## src/rtl/vram_slot_arbiter.sv

```systemverilog
// vram_slot_arbiter: shares the single bitmap video RAM port between video fetch and the CPU.
// Video wins during active display and the CPU wins during HBLANK/VBLANK. A CPU that has waited
// CPU_MAX_WAIT cycles wins the next arbitration outright. VID_LATE flags a video request that
// has waited VID_DEADLINE cycles.
// Optional feature macro: VRAM_ARB_STATS_EN (per-frame worst CPU wait on CPU_WAIT_MAX).
module vram_slot_arbiter #(
   parameter int unsigned ACC_CYCLES   = 2,
   parameter int unsigned CPU_MAX_WAIT = 6,
   parameter int unsigned VID_DEADLINE = 4
) (
   input  logic       CLK10,
   input  logic       RESETn,
   input  logic       HBLANK,
   input  logic       VBLANK,
   input  logic       VID_REQ,
   input  logic       CPU_REQ,
   input  logic       CPU_WE,
   output logic       VID_GNT,
   output logic       CPU_GNT,
   output logic       VID_ACK,
   output logic       CPU_ACK,
   output logic       RAM_WE,
   output logic       VID_LATE,
   output logic [7:0] CPU_WAIT_MAX
);

   localparam int unsigned   CW         = (ACC_CYCLES > 1) ? $clog2(ACC_CYCLES) : 1;
   localparam logic [CW-1:0] ACC_LAST   = CW'(ACC_CYCLES - 1);
   localparam logic [7:0]    CPU_MAX_W8 = 8'(CPU_MAX_WAIT);
   localparam logic [7:0]    VID_DL8    = 8'(VID_DEADLINE);

   typedef enum logic [1:0] {
      S_IDLE = 2'd0,
      S_VGNT = 2'd1,
      S_CGNT = 2'd2
   } state_t;

   state_t        state_q, state_d;
   logic [CW-1:0] acc_cnt_q, acc_cnt_d;
   logic          we_q, we_d;
   logic [7:0]    cpu_wait_q;
   logic [7:0]    vid_wait_q;
   logic          late_done_q;
   logic          vid_late_q;
   logic          late_fire;
   logic          blank;
   logic          acc_last;
   logic          cpu_starved;
   logic          pick_cpu;
   logic          pick_vid;
   logic          cpu_wait_clr;
   logic          vid_wait_clr;

   assign blank        = HBLANK | VBLANK;
   assign acc_last     = (acc_cnt_q == ACC_LAST);
   assign cpu_starved  = CPU_REQ & (cpu_wait_q >= CPU_MAX_W8);
   assign cpu_wait_clr = CPU_GNT | ~CPU_REQ;
   assign vid_wait_clr = VID_GNT | ~VID_REQ;
   assign late_fire    = ~late_done_q & (vid_wait_q == VID_DL8);
   assign VID_LATE     = vid_late_q;

   // State register, grant length counter and latched CPU write qualifier
   always_ff @(posedge CLK10 or negedge RESETn) begin
      if (!RESETn) begin
         state_q   <= S_IDLE;
         acc_cnt_q <= '0;
         we_q      <= 1'b0;
      end else begin
         state_q   <= state_d;
         acc_cnt_q <= acc_cnt_d;
         we_q      <= we_d;
      end
   end

   // IDLE priority: starved CPU first, then CPU in blanking, otherwise video first
   always_comb begin
      pick_cpu = 1'b0;
      pick_vid = 1'b0;
      if (cpu_starved) begin
         pick_cpu = 1'b1;
      end else if (blank) begin
         if (CPU_REQ)      pick_cpu = 1'b1;
         else if (VID_REQ) pick_vid = 1'b1;
      end else begin
         if (VID_REQ)      pick_vid = 1'b1;
         else if (CPU_REQ) pick_cpu = 1'b1;
      end
   end

   // Next-state and grant/ack decode; a grant always runs to its ACK and returns to IDLE
   always_comb begin
      state_d   = state_q;
      acc_cnt_d = '0;
      we_d      = we_q;
      VID_GNT   = 1'b0;
      CPU_GNT   = 1'b0;
      VID_ACK   = 1'b0;
      CPU_ACK   = 1'b0;
      case (state_q)
         S_IDLE: begin
            if (pick_cpu) begin
               state_d = S_CGNT;
               we_d    = CPU_WE;
            end else if (pick_vid) begin
               state_d = S_VGNT;
            end
         end
         S_VGNT: begin
            VID_GNT = 1'b1;
            VID_ACK = acc_last;
            if (acc_last) state_d = S_IDLE;
            else          acc_cnt_d = acc_cnt_q + 1'b1;
         end
         S_CGNT: begin
            CPU_GNT = 1'b1;
            CPU_ACK = acc_last;
            if (acc_last) state_d = S_IDLE;
            else          acc_cnt_d = acc_cnt_q + 1'b1;
         end
         default: state_d = S_IDLE;
      endcase
      RAM_WE = CPU_GNT & we_q;
   end

   // Saturating wait counters, cleared while granted or not requesting
   always_ff @(posedge CLK10 or negedge RESETn) begin
      if (!RESETn) begin
         cpu_wait_q <= '0;
         vid_wait_q <= '0;
      end else begin
         if (cpu_wait_clr)              cpu_wait_q <= '0;
         else if (cpu_wait_q != 8'hFF)  cpu_wait_q <= cpu_wait_q + 8'd1;
         if (vid_wait_clr)              vid_wait_q <= '0;
         else if (vid_wait_q != 8'hFF)  vid_wait_q <= vid_wait_q + 8'd1;
      end
   end

   // One VID_LATE pulse per request; the flag re-arms whenever vid_wait clears
   always_ff @(posedge CLK10 or negedge RESETn) begin
      if (!RESETn) begin
         late_done_q <= 1'b0;
         vid_late_q  <= 1'b0;
      end else begin
         vid_late_q <= late_fire;
         if (vid_wait_clr)   late_done_q <= 1'b0;
         else if (late_fire) late_done_q <= 1'b1;
      end
   end

`ifdef VRAM_ARB_STATS_EN
   logic       vblank_q;
   logic       vblank_rise;
   logic [7:0] run_max_q;
   logic [7:0] cpu_wait_max_q;

   assign vblank_rise  = VBLANK & ~vblank_q;
   assign CPU_WAIT_MAX = cpu_wait_max_q;

   // Per-frame running max of cpu_wait; snapshot and restart on VBLANK rising edge
   always_ff @(posedge CLK10 or negedge RESETn) begin
      if (!RESETn) begin
         vblank_q       <= 1'b0;
         run_max_q      <= '0;
         cpu_wait_max_q <= '0;
      end else begin
         vblank_q <= VBLANK;
         if (vblank_rise) begin
            cpu_wait_max_q <= run_max_q;
            // a wait that beats the old max in the snapshot cycle seeds the new frame
            run_max_q      <= (cpu_wait_q > run_max_q) ? cpu_wait_q : '0;
         end else if (cpu_wait_q > run_max_q) begin
            run_max_q <= cpu_wait_q;
         end
      end
   end
`else
   assign CPU_WAIT_MAX = '0;
`endif

endmodule

```

## config.mk

```make
export PLATFORM = sky130hd
export DESIGN_NAME = vram_slot_arbiter
export DESIGN_NICKNAME = d
export VERILOG_FILES = /design/src/rtl/vram_slot_arbiter.sv
export SDC_FILE = /design/constraint.sdc
export NUM_CORES = 1
export LEC_CHECK = 0
export ABC_CLOCK_PERIOD_IN_PS = 2000
export CAP_MARGIN = 0
export CORE_MARGIN = 2
export CORE_UTILIZATION = 30
export CTS_CLUSTER_SIZE = 28
export DETAILED_ROUTE_END_ITERATION = 7
export GPL_TIMING_DRIVEN = 0
export SKIP_CTS_REPAIR_TIMING = 1
export SLEW_MARGIN = 20
export SYNTH_ARGS = -nofsm -noshare
export SYNTH_HDL_FRONTEND = slang
export SYNTH_SLANG_ARGS = --single-unit
export TNS_END_PERCENT = 1
```

## constraint.sdc

```tcl
create_clock -name CLK10 -period 2 [get_ports CLK10]
set_input_delay 0.2 -clock CLK10 [delete_from_list [all_inputs] [get_ports CLK10]]
set_output_delay 0.2 -clock CLK10 [all_outputs]
set_load 0.03 [all_outputs]
```

Word level (Yosys, flattened, before mapping)
Index checks and enable logic that the tools add are counted.

word-level totals
  bits in registers = 22
  latch bits = 0
  RAM bits = 0
  ROM bits = 0
  output and inout port bits = 14
  logic and storage cells = 58
  memories kept = 0

cells by class
  add/sub/neg operators = 3
  multipliers = 0
  divide/modulo/power cells = 0
  $lt $le $gt $ge = 1
  eq/ne operators = 7
  shift-type cells = 0
  mux-type cells = 24
  bitwise operators = 9
  reductions and logical operators = 7

operators with widths
  cell                   number
  $mux W8                4
  $add A8 B1 Y8 const B  2
  $mux W1                16
  $ne A8 B8 Y1 const B   2
  $eq A8 B3 Y1 const B   1
  $ge A8 B3 Y1 const B   1
  $mux W2                3
  $reduce_bool A2 Y1     3
  $pmux W2 S2            1
  $reduce_and A2 Y1      2
  $and A1 B1 Y1          3
  $ne A3 B3 Y1 const B   1
  $not A1 Y1             3
  $or A1 B1 Y1           3
  $eq A2 B1 Y1 const B   1
  $eq A2 B2 Y1 const B   1
  $logic_not A2 Y1       1
  $ne A2 B1 Y1 const B   1
  $reduce_or A2 Y1       1
  $add A1 B1 Y1 const B  1

Logic depth before layout (Yosys ltp)
  depth in word-level cells = 7
  mapped depth = 5
  depth with buffers taken out = 5

Least setup slack after synthesis
OpenSTA, ideal clock, no wires.

  path kind = register -> register
  from = register cpu_wait_q[1]
  to = register cpu_wait_q[5]
  arrival time = 1.370 ns
  required time = 1.913 ns
  setup slack = 0.543 ns
  stages on the path, launching flop included = 6
  period minus slack after synthesis = 1.457 ns
  path through = dfrtp_1 -> ha_1 -> and3_1 -> buf_6 -> and4b_1 -> a211oi_2

between the ends
  longest elaborated chain between the ends = 3

RTL lines
  what                    RTL line  source
  start, declared         41        logic [7:0] cpu_wait_q;
  start signal, assigned  132       else if (cpu_wait_q != 8'hFF) cpu_wait_q <= cpu_wait_q + 8'd1;
  $add A8 B1 Y8           132
  $mux W8                 132
  $mux W8                 131       if (cpu_wait_clr) cpu_wait_q <= '0;

Parallel ways exist; a longest one is shown, timed or not. The select of a mux whose other input is x is not followed.
A chain may end at the register's enable or synchronous reset.

Worst setup path after layout
  from = register state_q[1]
  to = output VID_ACK

between the ends
  longest elaborated chain between the ends = 2

RTL lines
  what                    RTL line  source
  start, declared         38        state_t state_q, state_d;
  start signal, assigned  69        state_q <= state_d;
  $eq A2 B1 Y1            99        case (state_q)
  $mux W1                 99
  end, declared           20        output logic VID_ACK,

Every way passes these cells.

==> results by group <==
Outcome
  • Status: finished clean

Detailed routing
  • Router iterations before antenna repair: 4
  • WL/cell: 12.4 µm
  • Initial drt markers: 82
  • Vias/cell: 5.02
  • Aggregate routed wire length: 2.57 mm
  • Via count: 1044
  • ANT nets after route: 0
  • Residual DRC: 0

Floorplanning
  • Die Ht: 69.6 µm
  • # IOs: 21
  • Core area: 4060 µm²
  • Die area: 4840 µm²
  • Initial Utilization: 31.8%
  • Die W: 69.6 µm
  • Site Rows: 23

Layout
  • Non-Filler Instances: 208
  • Proportion of layout cells with a drive suffix above 1: 13.3%
  • Layout area overhead: 20.2%
  • Final net count: 174
  • ANT cells: 0
  • Post-route cell area: 1550 µm²

Yosys
  • Yosys warns: 0
  • Mapped Avg Cell Area: 9.56 µm²
  • Sequential area share after synthesis: 42.7%
  • Yosys cell types: 38
  • Flops & latches, synth: 22
  • Cell Area, Synth: 1290 µm²
  • Mapped Cells: 135

Power
  • Max IR drop VDD: 0.313 mV
  • Leakage power: 0.719 nW
  • Pwr Density: 881 nW/µm²
  • Tot Pwr: 1.37 mW

Job
  • Max-cap violations: 0

GRT
  • Vias in the first global route: 1034
  • First-pass GRT wire length: 4.65 mm
  • GRT Total Usage: 11.4%
  • Grt total ovfl: 0
  • Antenna violations before repair: 0
  • Largest net degree at the start of global routing: 23

Hold path
  • WHS Path Cells: 1
  • WHS Endpoint: VID_LATE$_DFF_PN0_
  • Min-delay src: late_done_q$_DFFE_PN0P_
  • Type of the tightest min-delay check: flop to flop

Place
  • Placed cell areas: 1500 µm²
  • Gpl congestion: 0.850
  • Dpl cells: 204
  • I/O Buffers: 12
  • Detailed Place HPWL: 1.88 mm

Setup path
  • Type of the worst setup path: flop to primary output
  • Worst R2R Path Depth: 5
  • CP Launch Type: flop
  • Crit-path max FO: 3
  • Worst R2R Setup Slack: 330 ps
  • Required @ worst endpoint: 1800 ps
  • CP Capture Type: primary output
  • Reg2reg end: cpu_wait_q[5]$_DFFE_PN0P_
  • R2r startpoint: cpu_wait_q[1]$_DFFE_PN0P_
  • Worst Path Arrival: 1690 ps

Clock tree
  • H-tree Lvls: 1
  • Latest clock arrival within the worst-skew pair: 260 ps
  • CTS Buffer Depth: 2
  • Clock root buffer: clkbuf_8
  • Clock-pin slew on the worst setup and hold paths: 80 ps
  • CTS tree: built
  • Clk sinks: 22
  • Total CTS buffers: 3

Timing
  • Setup_tns: 0 ps
  • Final period util: 94.4%
  • Fin. Hold Viols: 0
  • Final setup vio count: 0
  • Max-slew violation count: 0
  • Final Critical Period: 1890 ps
  • Clk_skew: 5.59 ps
  • RSZ-0062 raised after global routing: no
  • Max frequency: 530 MHz
-- synth_stat cells, drive strengths merged --
cell     n  area, µm²
a211oi   4       35.0
a21o     2       16.3
a21oi   13       65.1
a221oi   1       8.76
a311oi   2       17.5
a31oi    6       37.5
a32o     1       10.0
a41oi    1       8.76
and2     4       25.0
and3     5       31.3
and4     3       26.3
and4b    2       21.3
buf     12       87.6
clkbuf   1       3.75
conb     1       3.75
dfrtp   22        551
ha       7       87.6
inv      7       26.3
mux2     1       11.3
nand2    6       22.5
nand2b   2       12.5
nand3    5       25.0
nand4    3       18.8
nand4b   1       8.76
nor2     5       18.8
nor2b    1       6.26
nor3     9       45.0
nor3b    2       15.0
nor4     2       12.5
nor4b    1       15.0
o21ai    2       10.0
or2      1       6.26
-- logic make-up after synthesis --
kind of cell,count (synthesis),share of synthesized area [%]
mux,1,0.873
compound gates,32,16.2
fa+ha+maj,7,6.79
buf+inv,20,9.12
simple gates,52,24.1
other cells,1,0.291
flops,22,42.7
-- routing by layer --
layer / wire (µm) / track usage (%)
met5: 0 / 0
met4: 0 / 4.58
met3: 87 / 1.89
met2: 1250 / 17.9
met1: 1230 / 15.7
-- area by class of cell --
class	instances	area, µm²
Timing Repair Buffer	13	130
Tap cell	50	62.6
Inverter	7	26.3
Sequential cell	22	551
Fill cell	407	2510
Buffer	13	91.3
Clock buffer	3	41.3
Multi-Input combinational cell	100	648
-- metrics by stage --
step | util [%] | setup slack [ps] | hold slack [ps]
after floorplan | - | 543 | -95.6
final | 38.2 | 112 | 426
after CTS | 38.0 | 17.9 | 429
after global placement | 36.9 | 285 | 413
after global routing | 38.2 | 27.9 | 454
after detailed placement | 36.9 | 239 | 417
-- power by group --
part	switching, mW	internal (mW)	leakage, nW
logic	0.294	0.223	0.399
registers	0.0672	0.514	0.298
clock network	0.134	0.134	0.0216
-- worst max-delay path: stages, from the launching register on --
cell and delay, ps:
dfrtp_1 400, inv_1 80, ha_1 170, and2_1 120
clkdlybuf4s50_1 660
-- state kept, by name (all words and copies together), names as in the netlist --
register     flops
cpu_wait_q       8
vid_wait_q       8
state_q          2
VID_LATE         1
acc_cnt_q        1
late_done_q      1
we_q             1
-- how the worst max path moves through the flow --
stage	from	end	slack, ps	cells past startpoint
floorplan	cpu_wait_q[1]$_DFFE_PN0P_	cpu_wait_q[5]$_DFFE_PN0P_	540	5
detailed placement	VBLANK	state_q[0]$_DFFE_PN0P_	240	4
global placement	VBLANK	state_q[0]$_DFFE_PN0P_	280	4
global route	state_q[1]$_DFFE_PN0P_	VID_ACK	30	4
finish	state_q[1]$_DFFE_PN0P_	VID_ACK	110	4
CTS	state_q[0]$_DFFE_PN0P_	RAM_WE	20	4
-- placed cells by master (no fill, tap or decap), types with 2 or more instances in the layout --
cell type	synthesis	routed
clkdlybuf4s50_1	0	9
clkbuf_8	0	3
a21oi_1	13	13
and2_1	4	4
nor3b_1	2	2
and4_1	3	3
nor4_1	2	2
nand2b_1	2	2
dlymetal6s2s_1	0	2
inv_1	7	7
nor2_1	5	5
dfrtp_1	22	22
a311oi_1	2	2
o21ai_0	2	2
a31oi_1	6	6
a211oi_1	3	3
nand4_1	3	3
and3_1	5	5
buf_2	1	2
conb_1	1	8
ha_1	7	7
nor3_1	9	9
nand2_1	6	6
nand3_1	5	5
buf_4	9	9
Power figures use the tool's default switching activity.
